### src/rtl/ctrl_pkg.sv
// Shared definitions for the multi-cycle RV32I control path: state encoding,
// major opcodes and the datapath select encodings.
package ctrl_pkg;

   typedef enum logic [3:0] {
      S_FETCH  = 4'd0,
      S_DECODE = 4'd1,
      S_EXEC_R = 4'd2,
      S_EXEC_I = 4'd3,
      S_AUIPC  = 4'd4,
      S_ADDR   = 4'd5,
      S_MEM_RD = 4'd6,
      S_MEM_WR = 4'd7,
      S_WB_ALU = 4'd8,
      S_WB_MEM = 4'd9,
      S_LUI    = 4'd10,
      S_BRANCH = 4'd11,
      S_JAL    = 4'd12,
      S_JALR   = 4'd13,
      S_HALT   = 4'd14,
      S_TRAP   = 4'd15
   } state_e;

   localparam logic [6:0] OP_R      = 7'b0110011;
   localparam logic [6:0] OP_I      = 7'b0010011;
   localparam logic [6:0] OP_LOAD   = 7'b0000011;
   localparam logic [6:0] OP_STORE  = 7'b0100011;
   localparam logic [6:0] OP_BRANCH = 7'b1100011;
   localparam logic [6:0] OP_JAL    = 7'b1101111;
   localparam logic [6:0] OP_JALR   = 7'b1100111;
   localparam logic [6:0] OP_LUI    = 7'b0110111;
   localparam logic [6:0] OP_AUIPC  = 7'b0010111;
   localparam logic [6:0] OP_SYSTEM = 7'b1110011;

   localparam logic [1:0] SRC_A_PC    = 2'd0;
   localparam logic [1:0] SRC_A_RS1   = 2'd1;
   localparam logic [1:0] SRC_A_OLDPC = 2'd2;

   localparam logic [1:0] SRC_B_RS2  = 2'd0;
   localparam logic [1:0] SRC_B_FOUR = 2'd1;
   localparam logic [1:0] SRC_B_IMM  = 2'd2;

   localparam logic [1:0] ALUOP_ADD   = 2'd0;
   localparam logic [1:0] ALUOP_BR    = 2'd1;
   localparam logic [1:0] ALUOP_FUNCT = 2'd2;

   localparam logic [1:0] WB_ALUOUT   = 2'd0;
   localparam logic [1:0] WB_MEM_DATA = 2'd1;
   localparam logic [1:0] WB_LINK     = 2'd2;
   localparam logic [1:0] WB_IMM      = 2'd3;

   localparam logic [1:0] PCSRC_ALU    = 2'd0;
   localparam logic [1:0] PCSRC_ALUOUT = 2'd1;
   localparam logic [1:0] PCSRC_JALR   = 2'd2;

   // States that sit on the memory handshake and are covered by the timeout.
   function automatic logic is_mem_wait(input state_e s);
      return (s == S_FETCH) || (s == S_MEM_RD) || (s == S_MEM_WR);
   endfunction

endpackage

### src/rtl/mem_wait_timer.sv
// Counts consecutive cycles spent waiting on mem_ready and flags the cycle in
// which the count would reach MEM_TIMEOUT (0 disables the flag).
module mem_wait_timer #(
   parameter int MEM_TIMEOUT = 255
) (
   input  logic clk,
   input  logic rst,
   input  logic clr_i,
   input  logic en_i,
   output logic expired_o
);

   localparam int W = (MEM_TIMEOUT > 1) ? $clog2(MEM_TIMEOUT + 1) : 1;
   localparam logic [W-1:0] LAST = W'((MEM_TIMEOUT > 0) ? MEM_TIMEOUT - 1 : 0);

   logic [W-1:0] cnt_q, cnt_d;

   always_comb begin
      cnt_d = cnt_q;
      if (clr_i)
         cnt_d = '0;
      else if (en_i)
         cnt_d = cnt_q + 1'b1;
   end

   always_ff @(posedge clk) begin
      if (!rst)
         cnt_q <= '0;
      else
         cnt_q <= cnt_d;
   end

   // Fires on the wait cycle whose increment would hit the limit.
   assign expired_o = (MEM_TIMEOUT != 0) && en_i && (cnt_q == LAST);

endmodule

### src/rtl/multicycle_ctrl.sv
// Main control FSM of the multi-cycle RV32I core: sequences fetch, decode,
// execute, memory and write-back, counts retired instructions.
module multicycle_ctrl
   import ctrl_pkg::*;
#(
   parameter int MEM_TIMEOUT = 255,
   parameter int CNT_W       = 32
) (
   input  logic             clk,
   input  logic             rst,
   input  logic [31:0]      inst,
   input  logic             mem_ready,
   input  logic             br_taken,
   output logic             pc_write,
   output logic             ir_write,
   output logic             old_pc_write,
   output logic             reg_write,
   output logic             mem_read,
   output logic             mem_write,
   output logic             iord,
   output logic [1:0]       alu_src_a,
   output logic [1:0]       alu_src_b,
   output logic [1:0]       alu_op,
   output logic [1:0]       wb_sel,
   output logic [1:0]       pc_src,
   output logic [3:0]       state,
   output logic [CNT_W-1:0] instret,
   output logic             trap,
   output logic             halted
);

   state_e           state_q, state_d;
   logic [CNT_W-1:0] instret_q;
   logic             waiting, tmo_expired, retire;
   logic             unused_inst;

   assign unused_inst = ^{inst[31:7]};

   assign waiting = rst && is_mem_wait(state_q) && !mem_ready;

   mem_wait_timer #(.MEM_TIMEOUT(MEM_TIMEOUT)) u_timer (
      .clk      (clk),
      .rst      (rst),
      .clr_i    (!waiting),
      .en_i     (waiting),
      .expired_o(tmo_expired)
   );

   always_comb begin
      state_d      = state_q;
      pc_write     = 1'b0;
      ir_write     = 1'b0;
      old_pc_write = 1'b0;
      reg_write    = 1'b0;
      mem_read     = 1'b0;
      mem_write    = 1'b0;
      iord         = 1'b0;
      alu_src_a    = SRC_A_PC;
      alu_src_b    = SRC_B_RS2;
      alu_op       = ALUOP_ADD;
      wb_sel       = WB_ALUOUT;
      pc_src       = PCSRC_ALU;
      if (!rst) begin
         state_d = S_FETCH;
      end else begin
         case (state_q)
            S_FETCH: begin
               mem_read  = 1'b1;
               alu_src_b = SRC_B_FOUR;
               if (mem_ready) begin
                  ir_write     = 1'b1;
                  pc_write     = 1'b1;
                  old_pc_write = 1'b1;
                  state_d      = S_DECODE;
               end else if (tmo_expired) begin
                  state_d = S_TRAP;
               end
            end
            S_DECODE: begin
               // Speculatively form the branch/JAL target into ALUOut.
               alu_src_a = SRC_A_OLDPC;
               alu_src_b = SRC_B_IMM;
               case (inst[6:0])
                  OP_R:               state_d = S_EXEC_R;
                  OP_I:               state_d = S_EXEC_I;
                  OP_LOAD, OP_STORE:  state_d = S_ADDR;
                  OP_BRANCH:          state_d = S_BRANCH;
                  OP_JAL:             state_d = S_JAL;
                  OP_JALR:            state_d = S_JALR;
                  OP_LUI:             state_d = S_LUI;
                  OP_AUIPC:           state_d = S_AUIPC;
                  OP_SYSTEM:          state_d = S_HALT;
                  default:            state_d = S_TRAP;
               endcase
            end
            S_EXEC_R: begin
               alu_src_a = SRC_A_RS1;
               alu_op    = ALUOP_FUNCT;
               state_d   = S_WB_ALU;
            end
            S_EXEC_I: begin
               alu_src_a = SRC_A_RS1;
               alu_src_b = SRC_B_IMM;
               alu_op    = ALUOP_FUNCT;
               state_d   = S_WB_ALU;
            end
            S_AUIPC: begin
               alu_src_a = SRC_A_OLDPC;
               alu_src_b = SRC_B_IMM;
               state_d   = S_WB_ALU;
            end
            S_ADDR: begin
               alu_src_a = SRC_A_RS1;
               alu_src_b = SRC_B_IMM;
               state_d   = inst[5] ? S_MEM_WR : S_MEM_RD;
            end
            S_MEM_RD: begin
               mem_read = 1'b1;
               iord     = 1'b1;
               if (mem_ready)
                  state_d = S_WB_MEM;
               else if (tmo_expired)
                  state_d = S_TRAP;
            end
            S_MEM_WR: begin
               mem_write = 1'b1;
               iord      = 1'b1;
               if (mem_ready)
                  state_d = S_FETCH;
               else if (tmo_expired)
                  state_d = S_TRAP;
            end
            S_WB_ALU: begin
               reg_write = 1'b1;
               state_d   = S_FETCH;
            end
            S_WB_MEM: begin
               reg_write = 1'b1;
               wb_sel    = WB_MEM_DATA;
               state_d   = S_FETCH;
            end
            S_LUI: begin
               reg_write = 1'b1;
               wb_sel    = WB_IMM;
               state_d   = S_FETCH;
            end
            S_BRANCH: begin
               alu_src_a = SRC_A_RS1;
               alu_op    = ALUOP_BR;
               pc_src    = PCSRC_ALUOUT;
               pc_write  = br_taken;
               state_d   = S_FETCH;
            end
            S_JAL: begin
               reg_write = 1'b1;
               wb_sel    = WB_LINK;
               pc_src    = PCSRC_ALUOUT;
               pc_write  = 1'b1;
               state_d   = S_FETCH;
            end
            S_JALR: begin
               alu_src_a = SRC_A_RS1;
               alu_src_b = SRC_B_IMM;
               reg_write = 1'b1;
               wb_sel    = WB_LINK;
               pc_src    = PCSRC_JALR;
               pc_write  = 1'b1;
               state_d   = S_FETCH;
            end
            S_HALT:  state_d = S_HALT;
            S_TRAP:  state_d = S_TRAP;
            default: state_d = S_TRAP;
         endcase
      end
   end

   // Only terminal instruction states ever fall back into FETCH.
   assign retire = rst && (state_d == S_FETCH) && (state_q != S_FETCH);

   always_ff @(posedge clk) begin
      if (!rst) begin
         state_q   <= S_FETCH;
         instret_q <= '0;
      end else begin
         state_q <= state_d;
         if (retire)
            instret_q <= instret_q + 1'b1;
      end
   end

   assign state   = state_q;
   assign instret = instret_q;
   assign trap    = (state_q == S_TRAP);
   assign halted  = (state_q == S_HALT);

endmodule
### config.mk
export PLATFORM = sky130hd
export DESIGN_NAME = multicycle_ctrl
export DESIGN_NICKNAME = d
export VERILOG_FILES = /design/src/rtl/ctrl_pkg.sv /design/src/rtl/mem_wait_timer.sv /design/src/rtl/multicycle_ctrl.sv
export SDC_FILE = /design/constraint.sdc
export NUM_CORES = 1
export LEC_CHECK = 0
export ABC_AREA = 1
export CAP_MARGIN = 20
export CELL_PAD_IN_SITES_DETAIL_PLACEMENT = 0
export CELL_PAD_IN_SITES_GLOBAL_PLACEMENT = 1
export CORE_ASPECT_RATIO = 1.25
export CORE_UTILIZATION = 35
export CTS_CLUSTER_DIAMETER = 80
export DETAILED_ROUTE_END_ITERATION = 6
export PLACE_DENSITY_LB_ADDON = 0.1
export SLEW_MARGIN = 20
export SYNTH_ARGS = -nofsm -noshare
export SYNTH_HDL_FRONTEND = slang
export SYNTH_SLANG_ARGS = --single-unit
### constraint.sdc
create_clock -name clk -period 5.3 [get_ports clk]
set_input_delay 0.53 -clock clk [delete_from_list [all_inputs] [get_ports clk]]
set_output_delay 0.53 -clock clk [all_outputs]
set_load 0.01 [all_outputs]
Yosys cells after proc, flatten, opt, wreduce, memory -nomap -nowiden
Index checks and enable logic that the tools add are counted.
- output and inout port bits: 55
- bits in read-only memories: 0
- logic and storage cells: 86
- RAM bits: 0
- bits in latches: 0
- register bits: 44
- memories kept: 0
- add/sub/neg operators: 2
- reductions and logical operators: 24
- div/mod/pow operators: 0
- $lt $le $gt $ge: 0
- mux-type cells: 31
- $mul: 0
- bitwise gates (word level): 0
- equality and inequality tests: 26
- shift-type cells: 0
- operators with widths (operator ; number):
    $pmux 4 s9 ; 2
    $add 32x1->32 const B ; 1
    $eq 4x4->1 const B ; 8
    $eq 7x7->1 const B ; 4
    $eq 7x6->1 const B ; 3
    $mux 4 ; 5
    $eq 4x3->1 const B ; 4
    $pmux 2 s2 ; 4
    $reduce_or 5->1 ; 3
    $eq 7x5->1 const B ; 2
    $reduce_or 2->1 ; 7
    $mux 1 ; 13
    $mux 2 ; 5
    $add 8x1->8 const B ; 1
    $eq 4x2->1 const B ; 2
    $eq 8x8->1 const B ; 1
    $logic_not 4->1 ; 2
    $eq 7x2->1 const B ; 1
    $pmux 2 s3 ; 1
    $reduce_or 6->1 ; 1
    $logic_and 1x1->1 ; 5
    $eq 4x1->1 const B ; 1
    $reduce_bool 4->1 ; 1
    $pmux 1 s3 ; 1
    4 further kinds ; 5

Depth between registers and ports, before layout
Gate-level depths: netlist of the first run.
- word-level depth: 13
- mapped depth: 17
- mapped depth without buffers: 16

Modules after synthesis
From an unflattened synthesis of the first run, not the netlist that was laid out.
- cells, all modules: 493
- area total of the unflattened synthesis: 3139.3 um^2
- by module, submodules not included (module ; instances ; area an instance (um^2) ; cells an instance ; sequential area each (um^2)):
    multicycle_ctrl ; 1 ; 2760.1 ; 440 ; 720.7
    mem_wait_timer ; 1 ; 379.1 ; 53 ; 160.2

Worst setup path before layout of the first run
Ideal clock, no wire load.
- path kind: register to output
- start: reg state_q[0] (netlist: state[0])
- end: out old_pc_write
- required time: 4.770 ns
- setup slack: 3.238 ns
- stages on the path, launching flop included: 8
- data arrival time: 1.532 ns
- path through: dfxtp_1 nor2_2 nand2_2 inv_2 clkbuf_1 nand2_1 nor2_1 buf_4
- cells in the longest elaborated chain, start to end: 3
- ends and longest elaborated chain (item ; line ; text):
    start: declaration ; multicycle_ctrl.sv:32 ; state_e state_q, state_d;
    start signal: assignment ; multicycle_ctrl.sv:185 ; state_q <= state_d;
    $logic_not 4->1 ; n/a ;
    $mux 1 (2 in a row) ; n/a ;
    end: declaration ; multicycle_ctrl.sv:16 ; output logic old_pc_write,
No other way between the ends.

Worst setup path in the final report of the first run
- start: in rst
- end: out wb_sel[0]
- cells in the longest elaborated chain, start to end: 1
- ends and longest elaborated chain (item ; line ; text):
    start: declaration ; multicycle_ctrl.sv:10 ; input logic rst,
    $mux 2 ; multicycle_ctrl.sv:63 ; if (!rst) begin
    end: declaration ; multicycle_ctrl.sv:24 ; output logic [1:0] wb_sel,
No other way between the ends.

==> Implementation_results.wiki, run 1 <==
{| class="wikitable"
! Metric !! Value
|-
| Via count of the first global-routing pass || 3,180
|-
| Number of instances in the synthesized netlist || 552
|-
| Worst slack, placed || 1.55 ns
|-
| Top cell type's share of synthesized area || 27.7%
|-
| Cell Area, Synth || 3180 µm²
|-
| Arrival time reported for the critical path endpoint || 3.19 ns
|-
| Setup TNS || 0 ns
|-
| Final setup skew || 0.0117 ns
|-
| Residual overflow from global routing || 0
|-
| Part of the cycle the worst path needs || 70.1%
|-
| Filler cell count || 984
|-
| RSZ-0062 raised after global routing || false
|-
| Die H || 109 µm
|-
| Syn nets || 591
|-
| Highest clock rate || 269 MHz
|-
| Total count of hold-check failures in the final report || 0
|-
| Hold Path Class || flop to flop
|-
| Run status || complete, no violations
|-
| Kind of start point of the critical path || primary input
|-
| Buffers plus inverters on the worst setup path || 3
|-
| Count of input and output buffers || 65
|-
| PostCTS Resize Cnt || 0
|-
| Global-route wire length before repair || 14,600 µm
|-
| Most area-consuming cells after synthesis || sky130_fd_sc_hd__dfxtp_1 28%, sky130_fd_sc_hd__nand2_1 17%, sky130_fd_sc_hd__inv_1 12%, sky130_fd_sc_hd__nor2_1 11%, sky130_fd_sc_hd__nand3_1 7.9%
|-
| Layout cell share with drive strength beyond 1 || 4.44%
|-
| Share of flip-flops with an asynchronous set or reset after synthesis || 0%
|-
| Die extent in x || 87.3 µm
|-
| Overall power consumption || 1.28 mW
|-
| Highest-count cells in the layout ignoring fill and taps || 143 x sky130_fd_sc_hd__nand2_1, 98 x sky130_fd_sc_hd__inv_1, 96 x sky130_fd_sc_hd__nor2_1
|-
| Final setup slack of the worst path || 1.58 ns
|-
| Most common cell after layout, fill and taps aside || sky130_fd_sc_hd__nand2_1
|-
| Cell family with most CP delay || buffers and inverters
|-
| WHS || 0.468 ns
|-
| Number of diodes || 0
|-
| Max capacitance violation total || 0
|-
| Ys flop type || sky130_fd_sc_hd__dfxtp_1
|-
| Root buffer cell || sky130_fd_sc_hd__clkbuf_8
|-
| Post-CTS setup-driven buffer insertion count || 0
|-
| Core Region || 8750 µm²
|-
| Area enclosed by the die boundary || 9480 µm²
|-
| Power density of the placed cells || 320 nW/µm²
|-
| GPL Wtd Cong || 0.817
|-
| DRC violations left || 0
|-
| Hold buffer count at CTS || 0
|-
| Clock Latency Late Sink || 0.31 ns
|-
| Number of buffers created by CTS || 5
|-
| Drt wl/cell || 11.9 µm
|-
| Max Transition Viols Final || 0
|-
| Stage delay of the slowest cell on the critical path || 0.99 ns
|-
| Number of setup violations in the final report || 0
|-
| Area growth from synthesis to final layout || 25.9%
|-
| Starting DRC count in detailed routing || 127
|-
| Count of vias placed by the detailed router || 3,500
|-
| ANT nets after route || 0
|-
| Cell breakdown of the critical path || clkdlybuf4s50_1 -> inv_1 -> nor4_1 -> clkdlybuf4s50_1
|-
| Instance area after placement || 3890 µm²
|-
| Placement row count || 38
|-
| Effective utilization at floorplan || 36.4%
|-
| Sequential fraction of the synthesis area || 27.7%
|-
| Number of search-and-repair iterations in the first detailed-routing pass || 4
|-
| Final net count || 646
|-
| Number of different library cells in the post-synthesis netlist || 33
|-
| Number of buffers on the longest clock path || 2
|-
| Htree depth || 2
|-
| Final non-filler cell area || 4010 µm²
|-
| Mean instance size in the synthesized netlist || 5.77 µm²
|-
| Global-route total usage across every layer || 19.2%
|-
| Critical Path Most Common Cell || sky130_fd_sc_hd__clkdlybuf4s50_1
|-
| Critical-path maximum fanout || 22
|-
| Transition at the pin with the smallest max-transition slack || 0.849 ns
|-
| Final critical delay including setup and external delays || 3.72 ns
|-
| Post-CTS clock slew at the launch and capture registers of the worst setup and hold paths || 0.09 ns
|-
| Final HPWL from detailed placement || 6470 µm
|-
| TritonCTS clock tree || done
|-
| Number of sinks driven by the clock tree || 44
|-
| Cell leakage power || 1.73 nW
|-
| Top-level port count || 91
|-
| Total wire length after detailed routing || 8660 µm
|-
| Seq cells post-synth || 44
|-
| Avg Vias per Cell || 4.81
|-
| Number of flops mapped to enable cells by yosys || 0
|-
| Library cell contributing the largest single delay on the critical path || sky130_fd_sc_hd__clkdlybuf4s50_1
|-
| Maximum number of pins on one net before global-route repair || 56
|-
| Synth Warn # || 0
|-
| Nature of the critical path endpoint || primary output
|-
| Initial antenna violation count || 0
|-
| Relative slew margins || 43.3%
|-
| Highest ir drop seen on vdd || 168 µV
|-
| Dominant cell type by area after synthesis || sky130_fd_sc_hd__dfxtp_1
|-
| Data required time at the worst endpoint || 4.77 ns
|-
| Crit Path Category || primary input to primary output
|}
-- path summary, 6_finish.rpt --
check | start | endpoint | slack, ns | cells past startpoint
worst max-delay path | rst | wb_sel[0] | 1.58 | 4
worst min-delay path | u_timer.cnt_q[0] | u_timer.cnt_q[0] | 0.47 | 1
worst max register to register | state[1] | instret[14] | 2.34 | 13
worst min register to register | u_timer.cnt_q[0] | u_timer.cnt_q[0] | 0.47 | 1
-- logic make-up (layout without fill, tap and decap cells) --
family | after synthesis | in the layout | share of synthesized area, %
AOI/OAI and AO/OA | 25 | 25 | 4.25
xor gates and xnor gates | 5 | 5 | 1.38
adders and majority gates | 3 | 3 | 1.18
buffers and inverters | 121 | 177 | 15.3
DFF | 44 | 44 | 27.7
and+or+nand+nor | 354 | 354 | 50.2
-- layer usage --
metal	track usage (%)	vias up	routed length, µm
li1	-	1840	-
met1	24.7	1591	3960
met2	32.7	57	4280
met3	2.65	12	263
met4	6.56	0	163
met5	0	-	0
-- registers in the layout (all words and copies together) (netlist names) --
signal	cells
instret	32
state	4
u_timer.cnt_q	8
-- cells in the mapped netlist, drive strengths merged, types with 3 or more instances --
| cell type | instances |
|---|---|
| o21ai | 5 |
| nor4 | 6 |
| nor2 | 101 |
| a21oi | 14 |
| xor2 | 3 |
| nand2 | 144 |
| nor3 | 15 |
| nand3 | 52 |
| buf | 14 |
| inv | 102 |
| a31oi | 4 |
| nand4 | 33 |
| clkbuf | 5 |
| ha | 3 |
| dfxtp | 44 |
-- stage by stage --
stage                     util [%]  cells
after floorplan                  -    552
after detailed placement      44.5    720
after CTS                     45.8    728
after global routing          45.8    728
final                         45.8    728
after global placement        44.5    720
-- cell type report --
cell class	instances	area (µm²)	share of cell area (%)
Clock inverter	3	42.5	1.06
Multi-Input combinational cell	387	1820	45.3
Inverter	102	383	9.56
Tap cell	120	150	3.75
Timing Repair Buffer	67	666	16.6
Sequential cell	44	881	22.0
Clock buffer	5	68.8	1.72
-- power by group --
group          switching (mW)  total [mW]  internal [mW]
Clock                   0.127       0.267          0.140
Combinational           0.442       0.628          0.185
Sequential             0.0347       0.389          0.354
Total                   0.604        1.28          0.679
Note: power is estimated with default switching activity, not from simulation.
==> run 2, diff against run 1 <==
CORE_UTILIZATION = 32   (was 35)
clock period = 3.8 ns   (was 5.3 ns; I/O delays follow)
==> run 2 against run 1 <==
Against the previous run: global-route usage decreased by 1.8 points; clock power increased by 99%; non-clock buffer count grew 3; critical path type is now flop to primary output; critical endpoint is now old_pc_write; via count decreased by 0.43%.
==> Implementation_results.wiki, run 2 (synthesized netlist as in run 1, its figures left out) <==
{| class="wikitable"
! Metric !! Value
|-
| Max reg flops || 32 (unchanged)
|-
| Filler cell count || 1,104 (+12%)
|-
| Global routing met3 resource utilization || 2.67% (+0.017 points)
|-
| Number of buffers created by CTS || 5 (unchanged)
|-
| Placement row count || 40 (+5.3%)
|-
| Cell count of the worst reg-to-reg path || 11 (-2)
|-
| Max capacitance violation total || 0 (unchanged)
|-
| Residual overflow from global routing || 0 (unchanged)
|-
| Number of setup violations in the final report || 0 (unchanged)
|-
| Number of buffers on the longest clock path || 2 (unchanged)
|-
| Global-route total usage across every layer || 17.4% (-1.8 points)
|-
| Final HPWL from detailed placement || 6700 µm (+3.6%)
|-
| Via count of the first global-routing pass || 3,186 (+0.19%)
|-
| Transition at the pin with the smallest max-transition slack || 0.571 ns (-0.278 ns)
|-
| Global-route wire length before repair || 14,600 µm (about the same)
|-
| Top-level port count || 91 (unchanged)
|-
| PostCTS Resize Cnt || 0 (unchanged)
|-
| Highest clock rate || 345 MHz
|-
| Final setup skew || 0.00998 ns (-0.00176 ns)
|-
| Post-CTS clock slew at the launch and capture registers of the worst setup and hold paths || 0.06 ns (-0.03 ns)
|-
| Post-CTS setup-driven buffer insertion count || 0 (unchanged)
|-
| Hold Path Class || flop to flop
|-
| Kind of start point of the critical path || flop
|-
| TritonCTS clock tree || done
|-
| Number of diodes || 0 (unchanged)
|-
| Number of sinks driven by the clock tree || 44 (unchanged)
|-
| Top Usage Layer GRT || met2
|-
| Power density of the placed cells || 483 nW/µm² (+51%)
|-
| Hold buffer count at CTS || 0 (unchanged)
|-
| Cell leakage power || 1.78 nW (+2.9%)
|-
| Relative slew margins || 62.0% (+19 points)
|-
| Htree depth || 2 (unchanged)
|-
| Avg Vias per Cell || 4.73 (-1.6%)
|-
| Drt wl/cell || 12.0 µm (+1.2%)
|-
| Core Region || 9660 µm² (+10%)
|-
| Layout cell share with drive strength beyond 1 || 4.91% (+0.47 points)
|-
| Root buffer cell || sky130_fd_sc_hd__clkbuf_16
|-
| Total count of hold-check failures in the final report || 0 (unchanged)
|-
| Nature of the critical path endpoint || primary output
|-
| Count of input and output buffers || 65 (unchanged)
|-
| DRC violations left || 0 (unchanged)
|-
| Maximum number of pins on one net before global-route repair || 45 (-20%)
|-
| Finished Layout Cells || 737 (+1.2%)
|-
| Total wire length after detailed routing || 8880 µm (+2.5%)
|-
| Number of search-and-repair iterations in the first detailed-routing pass || 4 (unchanged)
|-
| Highest ir drop seen on vdd || 295 µV (+76%)
|-
| Critical-path maximum fanout || 17 (-23%)
|-
| Setup TNS || 0 ns (unchanged)
|-
| Most common cell after layout, fill and taps aside || sky130_fd_sc_hd__nand2_1
|-
| Worst slack, placed || 0.830 ns (-0.718 ns)
|-
| Data required time at the worst endpoint || 3.42 ns (-1.35 ns)
|-
| Highest-count cells in the layout ignoring fill and taps || 143 x sky130_fd_sc_hd__nand2_1, 98 x sky130_fd_sc_hd__inv_1, 96 x sky130_fd_sc_hd__nor2_1
|-
| Global-route track usage on met1 || 20.8% (-3.8 points)
|-
| Final critical delay including setup and external delays || 2.90 ns
|-
| Initial antenna violation count || 0 (unchanged)
|-
| Starting DRC count in detailed routing || 86 (-32%)
|-
| Count of vias placed by the detailed router || 3,485 (-0.43%)
|-
| GR Layer Usage met2 || 31.6% (-1.1 points)
|-
| Part of the cycle the worst path needs || 76.3%
|-
| Final setup slack of the worst path || 0.901 ns (-0.683 ns)
|-
| Die extent in x || 91.2 µm (+4.5%)
|-
| Run status || complete, no violations
|-
| Crit Path Category || flop to primary output
|-
| Area enclosed by the die boundary || 10,400 µm² (+9.2%)
|-
| RSZ-0062 raised after global routing || false
|-
| Instance count along the most critical hold path || 1 (unchanged)
|-
| Arrival time reported for the critical path endpoint || 2.52 ns (-0.67 ns)
|-
| Clock Latency Late Sink || 0.29 ns (-0.02 ns)
|-
| Final net count || 649 (+0.46%)
|-
| Die H || 114 µm (+4.5%)
|-
| Area growth from synthesis to final layout || 29.0%
|-
| Effective utilization at floorplan || 33.0% (-3.4 points)
|-
| GPL Wtd Cong || 0.833 (+1.9%)
|-
| ANT nets after route || 0 (unchanged)
|-
| Max Transition Viols Final || 0 (unchanged)
|-
| Placed Cells incl. Taps || 729 (+1.3%)
|}
## run 2: worst max-delay path: stages, from the launching register on
cell and delay (ns):
sky130_fd_sc_hd__dfxtp_1 0.41, sky130_fd_sc_hd__nor2_2 0.25, sky130_fd_sc_hd__nand2_2 0.26, sky130_fd_sc_hd__inv_2 0.35, sky130_fd_sc_hd__nand2_1 0.12, sky130_fd_sc_hd__nor2_1 0.25, sky130_fd_sc_hd__clkdlybuf4s50_1 0.59
## run 2: power breakdown
| group | switching, mW | internal, mW | leakage, nW |
|---|---|---|---|
| sequential | 0.0529 | 0.494 | 0.355 |
| clock | 0.185 | 0.346 | 0.0901 |
| combinational | 0.627 | 0.278 | 1.33 |
## run 2: final timing paths
kind,end,slack (ns),start
hold reg to reg,u_timer.cnt_q[0],0.46,u_timer.cnt_q[0]
hold / removal,u_timer.cnt_q[0],0.46,u_timer.cnt_q[0]
setup reg to reg,instret[18],1.02,state[1]
setup / recovery,old_pc_write,0.90,state[1]
## run 2: cell type report
cell class	count	area, µm²	area share (%)
Inverter	102	383	9.32
Multi-Input combinational cell	387	1820	44.2
Clock buffer	7	153	3.72
Clock inverter	1	30.0	0.731
Timing Repair Buffer	70	688	16.8
Tap cell	126	158	3.84
Sequential cell	44	881	21.4
## run 2: metal layers
| metal | wire [µm] | vias up |
|---|---|---|
| met2 | 4300 | 58 |
| li1 | - | 1851 |
| met4 | 154 | 0 |
| met5 | 0 | - |
| met3 | 228 | 12 |
| met1 | 4200 | 1564 |
## run 2: through the flow
step | hold slack (ns) | total power, mW | util (%) | cell area [µm²]
finish | 0.460 | 1.98 | 42.5 | 4110
global route | 0.494 | 2.11 | 42.5 | 4110
CTS | 0.465 | 2.01 | 42.5 | 4110
detailed placement | 0.449 | 1.47 | 40.6 | 3930
global placement | 0.443 | 1.47 | 40.6 | 3930
floorplan | 0.430 | 1.20 | - | 3180
